### src/rtl/shift_pkg.sv
// rtl/shift_pkg.sv - shared state/phase types and sizing helper for the serial shift-out block
package shift_pkg;

  typedef enum logic [1:0] {IDLE, SHIFT, LATCH} state_t;
  typedef enum logic {SETUP, CLOCK} phase_t;

  localparam int MAX_WIDTH = 16;

  // Bit counter width for a given word width; one spare bit keeps the terminal count representable.
  function automatic int cnt_width(input int width);
    return $clog2(width) + 1;
  endfunction

endpackage

### src/rtl/shift_out_ctrl_phase_tick.sv
// rtl/shift_out_ctrl_phase_tick.sv - DIV-cycle phase prescaler, tick on the last cycle of each phase
module phase_tick #(
  parameter int DIV = 1
) (
  input  logic clk,
  input  logic reset,
  input  logic enable,
  output logic tick
);

  localparam logic [7:0] LAST = 8'(DIV - 1);

  logic [7:0] cnt;

  // Held at zero while disabled so every enable rising edge starts a full phase; DIV=1 leaves cnt at 0.
  always_ff @(posedge clk or posedge reset) begin
    if (reset) begin
      cnt <= '0;
    end else if (!enable || cnt == LAST) begin
      cnt <= '0;
    end else begin
      cnt <= cnt + 8'd1;
    end
  end

  assign tick = enable && (cnt == LAST);

endmodule

### src/rtl/shift_out_ctrl.sv
// rtl/shift_out_ctrl.sv - 74HC595-style serial transmitter: shifts a word out on serdata/serclk, then pulses rclk
module shift_out_ctrl
  import shift_pkg::*;
#(
  parameter int WIDTH     = 8,
  parameter int DIV       = 1,
  parameter int LSB_FIRST = 0
) (
  input  logic             clk,
  input  logic             reset,
  input  logic [WIDTH-1:0] i_data,
  input  logic             i_valid,
  output logic             o_ready,
  output logic             o_serdata,
  output logic             o_serclk,
  output logic             o_rclk,
  output logic             o_busy,
  output logic             o_done
);

  localparam int             CNT_W    = cnt_width(WIDTH);
  localparam logic [CNT_W-1:0] LAST_BIT = CNT_W'(WIDTH - 1);

  state_t           state, state_n;
  phase_t           phase, phase_n;
  logic [WIDTH-1:0] sreg, sreg_n, shifted;
  logic [CNT_W-1:0] bcnt, bcnt_n;
  logic             ready_n, serdata_n, serclk_n, rclk_n, busy_n, done_n;
  logic             tick;

  phase_tick #(.DIV(DIV)) u_phase_tick (
    .clk    (clk),
    .reset  (reset),
    .enable (state != IDLE),
    .tick   (tick)
  );

  function automatic logic first_bit(input logic [WIDTH-1:0] w);
    return (LSB_FIRST != 0) ? w[0] : w[WIDTH-1];
  endfunction

  assign shifted = (LSB_FIRST != 0) ? (sreg >> 1) : (sreg << 1);

  always_ff @(posedge clk or posedge reset) begin
    if (reset) begin
      state     <= IDLE;
      phase     <= SETUP;
      sreg      <= '0;
      bcnt      <= '0;
      o_ready   <= 1'b0;
      o_serdata <= 1'b0;
      o_serclk  <= 1'b0;
      o_rclk    <= 1'b0;
      o_busy    <= 1'b0;
      o_done    <= 1'b0;
    end else begin
      state     <= state_n;
      phase     <= phase_n;
      sreg      <= sreg_n;
      bcnt      <= bcnt_n;
      o_ready   <= ready_n;
      o_serdata <= serdata_n;
      o_serclk  <= serclk_n;
      o_rclk    <= rclk_n;
      o_busy    <= busy_n;
      o_done    <= done_n;
    end
  end

  // Next-state logic computes the registered value of every output, so no output has a combinational path.
  always_comb begin
    state_n   = state;
    phase_n   = phase;
    sreg_n    = sreg;
    bcnt_n    = bcnt;
    ready_n   = o_ready;
    serdata_n = o_serdata;
    serclk_n  = o_serclk;
    rclk_n    = o_rclk;
    busy_n    = o_busy;
    done_n    = 1'b0;
    case (state)
      IDLE: begin
        ready_n  = 1'b1;
        serclk_n = 1'b0;
        rclk_n   = 1'b0;
        busy_n   = 1'b0;
        if (i_valid && o_ready) begin
          state_n   = SHIFT;
          phase_n   = SETUP;
          sreg_n    = i_data;
          bcnt_n    = '0;
          serdata_n = first_bit(i_data);
          ready_n   = 1'b0;
          busy_n    = 1'b1;
        end
      end
      SHIFT: begin
        if (tick) begin
          if (phase == SETUP) begin
            phase_n  = CLOCK;
            serclk_n = 1'b1;
          end else begin
            phase_n  = SETUP;
            serclk_n = 1'b0;
            sreg_n   = shifted;
            if (bcnt == LAST_BIT) begin
              state_n = LATCH;
              bcnt_n  = '0;
              rclk_n  = 1'b1;
            end else begin
              bcnt_n    = bcnt + CNT_W'(1);
              serdata_n = first_bit(shifted);
            end
          end
        end
      end
      LATCH: begin
        if (tick) begin
          state_n = IDLE;
          rclk_n  = 1'b0;
          busy_n  = 1'b0;
          ready_n = 1'b1;
          done_n  = 1'b1;
        end
      end
      default: state_n = IDLE;
    endcase
  end

endmodule

### config.mk
export PLATFORM = sky130hd
export DESIGN_NAME = shift_out_ctrl
export DESIGN_NICKNAME = d
export VERILOG_FILES = /design/src/rtl/shift_pkg.sv /design/src/rtl/shift_out_ctrl_phase_tick.sv /design/src/rtl/shift_out_ctrl.sv
export SDC_FILE = /design/constraint.sdc
export NUM_CORES = 1
export LEC_CHECK = 0
export BUFFER_PORTS_ARGS = -buffer_cell sky130_fd_sc_hd__buf_2
export CORE_MARGIN = 2
export CORE_UTILIZATION = 30
export CTS_BUF_LIST = sky130_fd_sc_hd__clkbuf_8
export DETAILED_ROUTE_END_ITERATION = 6
export GPL_ROUTABILITY_DRIVEN = 0
export PLACE_DENSITY = 0.57
export SLEW_MARGIN = 20
export SYNTH_ARGS = -nofsm -noshare
export SYNTH_HDL_FRONTEND = slang
export SYNTH_SLANG_ARGS = --single-unit
### constraint.sdc
create_clock -name clk -period 4.6 [get_ports clk]
set_input_delay 0.92 -clock clk [delete_from_list [all_inputs] [get_ports clk]]
set_output_delay 0.92 -clock clk [all_outputs]
set_load 0.02 [all_outputs]
==> flow_metrics.env <==
export IMPL_nets=153
export IMPL_fillers=475
export IMPL_drt_iter0_markers=49
export IMPL_fp_coreArea_mm2=0.00469
export IMPL_dieArea_mm2=0.00541
export IMPL_postCtsHoldBufs=0
export IMPL_synth_area_per_cell_um2=11.5
export IMPL_grt_overflow=0
export IMPL_synth_area_mm2=0.00145
export IMPL_cts_tree="built"
export IMPL_tns_ps=0
export IMPL_drt_wl_total_um=2450
export IMPL_first_pass_iters=4
export IMPL_cp_arrival_ps=2280
export IMPL_clkSinkCount=28
export IMPL_wl_per_cell_um=12.8
export IMPL_yosys_most_used_dff="dfrtp_1"
export IMPL_syn_inst=126
export IMPL_ys_seq_area_frac=0.483
export IMPL_hp_class="reg2reg"
export IMPL_avgViaCountPerCell=4.89
export IMPL_drive_above_1_share=0.290
export IMPL_hold_viol_final=0
export IMPL_maxCapViolCount=0
export IMPL_die_width_um=73.6
export IMPL_post_cts_setup_buffer_count=0
export IMPL_clock_skew_ps=6.44
export IMPL_p_per_area_mw_per_mm2=580
export IMPL_syn_num_nets=140
export IMPL_grt_setup_unrepaired="false"
export IMPL_synth_edff_count=0
export IMPL_endpoint_kind="flop"
export IMPL_n_antenna_cell=0
export IMPL_ant_nets=0
export IMPL_timing_hold_ws_ps=505
export IMPL_crit_type="reg2reg"
export IMPL_synthToLayoutAreaGrowth_pct=10.4
export IMPL_fmax_mhz=473
export IMPL_max_slew_margin=0.550
export IMPL_finalCriticalPeriod_ps=2110
export IMPL_power_leakage_nw=0.763
export IMPL_gr_usage_all_layers=0.102
export IMPL_row_count=25
export IMPL_synth_cell_type_count=39
export IMPL_grt_max_degree=29
export IMPL_final_max_slew_viol_count=0
export IMPL_finalCritPeriodShare=0.459
export IMPL_io_pins=17
export IMPL_vias=939
export IMPL_ys_warn_count=0
export IMPL_ys_seq_elements=28
export IMPL_worstSetupStartpointType="flop"
export IMPL_synthArstFlopShare=1.00
export IMPL_status="completed"
export IMPL_clk_pin_slew_ps=100
export IMPL_mostFrequentLayoutCells="dfrtp_1, buf_2, nor2_1, mux2_2"
export IMPL_htreeDepth=1
export IMPL_layout_commonest_cell="dfrtp_1"
export IMPL_peakVddDrop_uv=145
export IMPL_grt_pass1_vias=962
export IMPL_tightestPinTransition_ps=670
export IMPL_port_buffers=16
export IMPL_place_area_mm2=0.00153
export IMPL_clk_latency_ps=270
export IMPL_final_area_mm2=0.00160
export IMPL_crit_required_ps=4770
export IMPL_grt_antenna_before_repair=0
export IMPL_clockBufferDepth=2
export IMPL_setup_viol=0
export IMPL_start_util=0.309
export IMPL_path_max_fanout=11
export IMPL_grt_pass1_wl_um=4320
export IMPL_cts_root_buffer="clkbuf_8"
export IMPL_numCtsBuffers=3
export IMPL_die_h_um=73.6
export IMPL_post_dp_hpwl_um=1810
export IMPL_drc_errors=0
export IMPL_cts_resized=0
## flip-flops by register name, summed over array words and instances (netlist names)
| register | count |
|---|---|
| o_serclk | 1 |
| o_rclk | 1 |
| o_ready | 1 |
| state | 2 |
| o_serdata | 1 |
| bcnt | 4 |
| phase | 1 |
| o_done | 1 |
| o_busy | 1 |
| u_phase_tick.cnt | 8 |
| sreg | 7 |
## Yosys cell counts (all sizes together), types with 2 or more instances
| cell | n | share of area |
|---|---|---|
| o21ai | 4 | 0.014 |
| buf | 5 | 0.041 |
| mux2i | 3 | 0.021 |
| xor2 | 5 | 0.030 |
| nand3 | 7 | 0.024 |
| o21a | 2 | 0.010 |
| o22ai | 2 | 0.018 |
| or3 | 2 | 0.0086 |
| o211ai | 2 | 0.010 |
| dfrtp | 28 | 0.48 |
| inv | 8 | 0.021 |
| nand4b | 2 | 0.012 |
| nor2 | 13 | 0.045 |
| ha | 3 | 0.026 |
| nand2 | 6 | 0.016 |
| clkbuf | 3 | 0.0078 |
| mux2 | 13 | 0.11 |
| nand4 | 3 | 0.013 |
| and3 | 3 | 0.014 |
## critical path, stage by stage (launching register included)
cell and delay, ps:
dfrtp_1 440, inv_1 80, ha_1 130, or4b_4 530
nor2_8 200, a31o_4 290, mux2_2 350
## logic make-up after synthesis
kind of cell,count (synthesis),synth area share
mux,16,0.134
flops,28,0.483
compound gates,16,0.0940
buf+inv,16,0.0690
simple gates,41,0.158
xor+xnor,6,0.0362
fa+ha+maj,3,0.0259
## metrics by stage
stage               total power [mW]  worst slack, ps  std cells   util
floorplan                      0.705             2570        126      -
global placement               0.728             2250        188  0.326
detailed placement             0.745             2240        188  0.326
CTS                            0.941             2240        192  0.341
global route                   0.992             2380        192  0.342
finish                         0.930             2490        192  0.342
## final cells by class
cell class              count  area (µm²)  area share
clock inverters             1        30.0      0.0187
repair buffers             16        80.1      0.0500
inverters                   8        30.0      0.0187
clock buffers               3        41.3      0.0258
flip-flops and latches     28         701       0.437
multi-input cells          82         653       0.407
well taps                  54        67.6      0.0422
## routing by layer
metal / vias to the layer above / routed length (µm) / track usage
li1: 465 / - / -
met1: 455 / 1210 / 0.133
met2: 15 / 1150 / 0.166
met3: 4 / 48 / 0.0165
met4: 0 / 39 / 0.0424
met5: - / 0 / 0
## path summary, 6_finish.rpt
check	startpoint	to	slack [ps]	cells after the start
min in group asynchronous	reset	bcnt[0]	700	2
worst max register to register	u_phase_tick.cnt[0]	sreg[3]	2490	6
worst min-delay path	o_busy	o_busy	500	2
max in group asynchronous	reset	o_busy	3510	2
worst max-delay path	u_phase_tick.cnt[0]	sreg[3]	2490	6
worst min register to register	o_busy	o_busy	500	2
## where the power goes
| group | switching (mW) | internal, mW |
|---|---|---|
| sequential | 0.0663 | 0.316 |
| clock | 0.0755 | 0.117 |
| combinational | 0.163 | 0.193 |
No activity file was read; power rests on OpenSTA's default activity.
